==> src/rtl/seq_shift_unit.sv <==
// seq_shift_unit: one-bit-per-clock LSL/LSR/ASR/ROR shifter; start/command/in/shiftVal/c_in in, busy/done/out/carry_out/cmd_err out
module seq_shift_unit #(
  parameter int WIDTH = 32,
  parameter int CNT_W = 6
) (
  input  logic             clk,
  input  logic             reset,
  input  logic             start,
  input  logic [3:0]       command,
  input  logic [WIDTH-1:0] in,
  input  logic [31:0]      shiftVal,
  input  logic             c_in,
  output logic             busy,
  output logic             done,
  output logic [WIDTH-1:0] out,
  output logic             carry_out,
  output logic             cmd_err
);
  typedef enum logic [1:0] {IDLE, SHIFT, DONE} state_t;
  state_t state;
  logic [CNT_W-1:0] count, n;
  logic [1:0] cmd;
  logic [WIDTH-1:0] sh_out;
  logic sh_c;
  always_comb begin
    n = command == 4'd3 ? CNT_W'(shiftVal[4:0]) :
        command > 4'd3 ? '0 :
        |shiftVal[31:5] ? CNT_W'(32) : CNT_W'(shiftVal[4:0]);
    sh_c = cmd == 2'd0 ? out[WIDTH-1] : out[0];
    sh_out = cmd == 2'd0 ? {out[WIDTH-2:0], 1'b0} :
             {cmd == 2'd1 ? 1'b0 : cmd == 2'd2 ? out[WIDTH-1] : out[0], out[WIDTH-1:1]};
  end
  always_ff @(posedge clk) begin
    if (!reset) begin
      state <= IDLE;
      busy <= 1'b0;
      done <= 1'b0;
      out <= '0;
      carry_out <= 1'b0;
      cmd_err <= 1'b0;
      count <= '0;
      cmd <= '0;
    end else begin
      case (state)
        IDLE: begin
          done <= 1'b0;
          if (start) begin
            out <= in;
            cmd <= command[1:0];
            count <= n;
            if (n == '0) begin
              state <= DONE;
              done <= 1'b1;
              carry_out <= c_in;
              cmd_err <= command > 4'd3;
            end else begin
              state <= SHIFT;
              busy <= 1'b1;
              cmd_err <= 1'b0;
            end
          end
        end
        SHIFT: begin
          out <= sh_out;
          carry_out <= sh_c;
          count <= count - 1'b1;
          if (count == CNT_W'(1)) begin
            state <= DONE;
            busy <= 1'b0;
            done <= 1'b1;
          end
        end
        DONE: begin
          done <= 1'b0;
          state <= IDLE;
        end
        default: state <= IDLE;
      endcase
    end
  end
endmodule

==> config.mk <==
export PLATFORM = sky130hd
export DESIGN_NAME = seq_shift_unit
export DESIGN_NICKNAME = d
export VERILOG_FILES = /design/src/rtl/seq_shift_unit.sv
export SDC_FILE = /design/constraint.sdc
export NUM_CORES = 1
export LEC_CHECK = 0
export ABC_AREA = 1
export CAP_MARGIN = 10
export CORE_UTILIZATION = 48
export DETAILED_ROUTE_END_ITERATION = 6
export GPL_TIMING_DRIVEN = 0
export PLACE_DENSITY_LB_ADDON = 0.12
export SETUP_SLACK_MARGIN = 0.2
export SYNTH_ARGS = -nofsm -noshare
export SYNTH_HDL_FRONTEND = slang
export SYNTH_SLANG_ARGS = --single-unit
==> constraint.sdc <==
create_clock -name clk -period 3.05 [get_ports clk]
set_input_delay 0.61 -clock clk [delete_from_list [all_inputs] [get_ports clk]]
set_output_delay 0.61 -clock clk [all_outputs]
set_load 0.02 [all_outputs]
==> out/qor.yml <==
drt:
  vias: 3062
  postRouteAntennaNets: 0
  routed_wl_um: 7660
  drc_errors: 0
  drtIter0Drc: 146
  routed_via_density: 5.31
  dr.pass1.iters: 4
  avgRoutedWirePerCell_um: 13.3
synthesis:
  synth_xor_area_frac: 0.00600
  syn_inst: 388
  synth_enable_flop_cells: 0
  ys_warn_count: 0
  muxShareOfSynthArea: 0
  synth_top_family_by_area: "compound AO/OA/AOI/OAI gates"
  synth_adder_area_share: 0.0214
  yosysUniqueCellTypes: 34
  synth-seq-cells: 46
  synth_flop_cell: "dfxtp_1"
  ys_seq_area_frac: 0.315
  avgSynthCellArea_um2: 7.52
  synth_fp_nets: 465
  synthSimpleGateAreaFrac: 0.129
  netlist_area_um2: 2920
  synth-compound-area-share: 0.390
  async_flop_share: 0
sta:
  setup_viol: 0
  period_share: 0.642
  fin_worst_skew_ns: 0.0142
  max_slew.worst_pin.slew_ns: 0.713
  hold_viol_final: 0
  clock.fmax_mhz: 511
  period_needed_ns: 1.96
  setup_tns_ns: 0
  rsz0062_at_grt: "no"
  holdWs_ns: 0.492
  relSlewSlack: 0.525
  maxSlewViolCount: 0
floorplan:
  ios: 108
  die_y_um: 80.0
  initial_utilization: 0.496
  dieArea_um2: 6400
  num_rows: 28
  core-area_um2: 5890
  dieWidth_um: 80.0
power:
  powerDensity_nw_per_um2: 871
  leakage_uw: 0.00160
  p_total_uw: 3650
  vdd_drop_max_mv: 0.429
place:
  dp.cells: 570
  io_buffer_count: 107
  post-dp-hpwl_um: 5860
  gp_congestion: 0.844
worst_hold_path:
  worst_hold_path_type: "reg -> reg"
cts:
  clk_pin_slew_worst_paths_ns: 0.09
  clock_path_buffers: 2
  cts-root-buf: "clkbuf_8"
  cts_num_sinks: 46
  holdBufCountCts: 0
  cts_made_buffers: 5
  cts_tree: "built"
  htree_levels: 2
  clk_latency_ns: 0.30
  cts-resized-gates: 0
  post_cts_buffers: 0
grt:
  grt_antenna_before_repair: 0
  grt.overflow.total: 0
  grt_max_degree: 14
  grt_use_total: 0.248
  grt_pass1_wl_um: 12500
  first_global_vias: 2777
worst_setup_path:
  cp_data_required_time_ns: 3.26
  worstSetupPathType: "in -> reg"
  endpoint_kind: "flip-flop"
  cp_data_arrival_time_ns: 2.16
  cp_max_fo: 7
  crit_path_start_kind: "primary input"
run:
  cap_viol_max_count: 0
final_layout:
  nNetsFinal: 579
  syn2layout_area_growth_pct: 43.8
  stdcell_count: 577
  diodes: 0
  seq_area_um2: 921
  multi_input_area_um2: 1600
  nFillCells: 474
  layout-drive-gt1-share: 0.125
run_status:
  status: "complete, no violations"
==> stage by stage <==
stage | setup WS, ns | cell area (um2) | util
final | 1.09 | 4200 | 0.713
after global placement | 0.869 | 4080 | 0.694
after floorplan | 1.42 | 2920 | -
after detailed placement | 0.788 | 4080 | 0.694
after CTS | 1.10 | 4200 | 0.713
after global routing | 0.985 | 4200 | 0.713
==> critical path: stages <==
cell	delay, ns
clkdlybuf4s50_1	0.44
or2_1	0.10
buf_6	0.12
nor2_1	0.07
o31ai_2	0.34
nand4_1	0.23
a21oi_1	0.19
nor2_1	0.06
==> kinds of logic (layout without fill, tap and decap cells) <==
logic type,after synthesis,in the layout
AOI/OAI and AO/OA,158,158
buffers and inverters,93,207
and+or+nand+nor,84,84
adders and majority gates,5,5
xor gates and xnor gates,2,2
DFF,46,46
==> final cells by class <==
class,count,area share
tap,75,0.0224
inverter,67,0.0599
clock inverter,1,0.00716
sequential,46,0.219
timing repair buffer,107,0.255
buffer,26,0.0361
clock buffer,6,0.0197
multi-input combinational,249,0.380
==> final timing paths <==
kind,from,endpoint,slack [ns],cells after the start
setup / recovery,command[3],busy,1.09,8
hold / removal,count[3],count[3],0.49,2
setup reg to reg,state[1],count[0],1.24,6
hold reg to reg,count[3],count[3],0.49,2
==> report_power, final <==
group	internal (uW)	switching (uW)
registers	830	183
logic	913	1250
clock network	263	213
==> sequential cells by signal, summed over array words and instances, names as in the netlist <==
name	cells
cmd_err	1
done	1
state	2
busy	1
out	32
cmd	2
count	6
carry_out	1
==> cell usage after synthesis (2+ instances only) <==
master | count | share of area
nor3_1 | 2 | 0.0034
nand4_1 | 3 | 0.0064
inv_1 | 63 | 0.081
a31oi_1 | 2 | 0.0043
clkbuf_1 | 14 | 0.018
buf_2 | 3 | 0.0051
nor2_1 | 26 | 0.033
buf_6 | 5 | 0.019
o211ai_1 | 3 | 0.0077
inv_2 | 3 | 0.0039
buf_4 | 3 | 0.0077
ha_1 | 5 | 0.021
o21ai_0 | 40 | 0.069
nor2_2 | 2 | 0.0043
nand2_2 | 2 | 0.0043
nand2_1 | 34 | 0.044
a221oi_2 | 31 | 0.16
nand3_1 | 9 | 0.015
dfxtp_1 | 46 | 0.32
xor2_1 | 2 | 0.0060
a21oi_1 | 77 | 0.13
==> metal layers <==
| metal | up-vias | GRT usage | routed length (um) |
|---|---|---|---|
| li1 | 1557 | - | - |
| met3 | 9 | 0.0434 | 482 |
| met1 | 1389 | 0.330 | 3500 |
| met2 | 107 | 0.409 | 3560 |
| met4 | 0 | 0.0679 | 116 |
| met5 | - | 0 | 0 |
==> layout by cell type (no fill, tap or decap) <==
cell             count
bufinv_16            1
o21ai_0             40
clkbuf_1            14
and2_1               1
nand2_1             34
a21oi_1             77
buf_6                5
nand2_4              1
nand3_1              9
nor2_2               2
o31ai_2              1
nand2_2              2
nor2_1              26
a21oi_4              1
clkinv_1             1
nand4_1              3
dfxtp_1             46
inv_2                3
buf_2                3
o31ai_1              1
xor2_1               2
clkbuf_8             6
or2_1                1
a221oi_2            31
o21ai_2              1
a31oi_1              2
clkdlybuf4s50_1    107
ha_1                 5
nor3_1               2
a211oi_1             1
buf_4                3
nand3b_1             1
inv_1               63
clkbuf_2             1
nand3_2              1
o211ai_1             3
nor2_4               1
No activity file was read; power rests on OpenSTA's default activity.
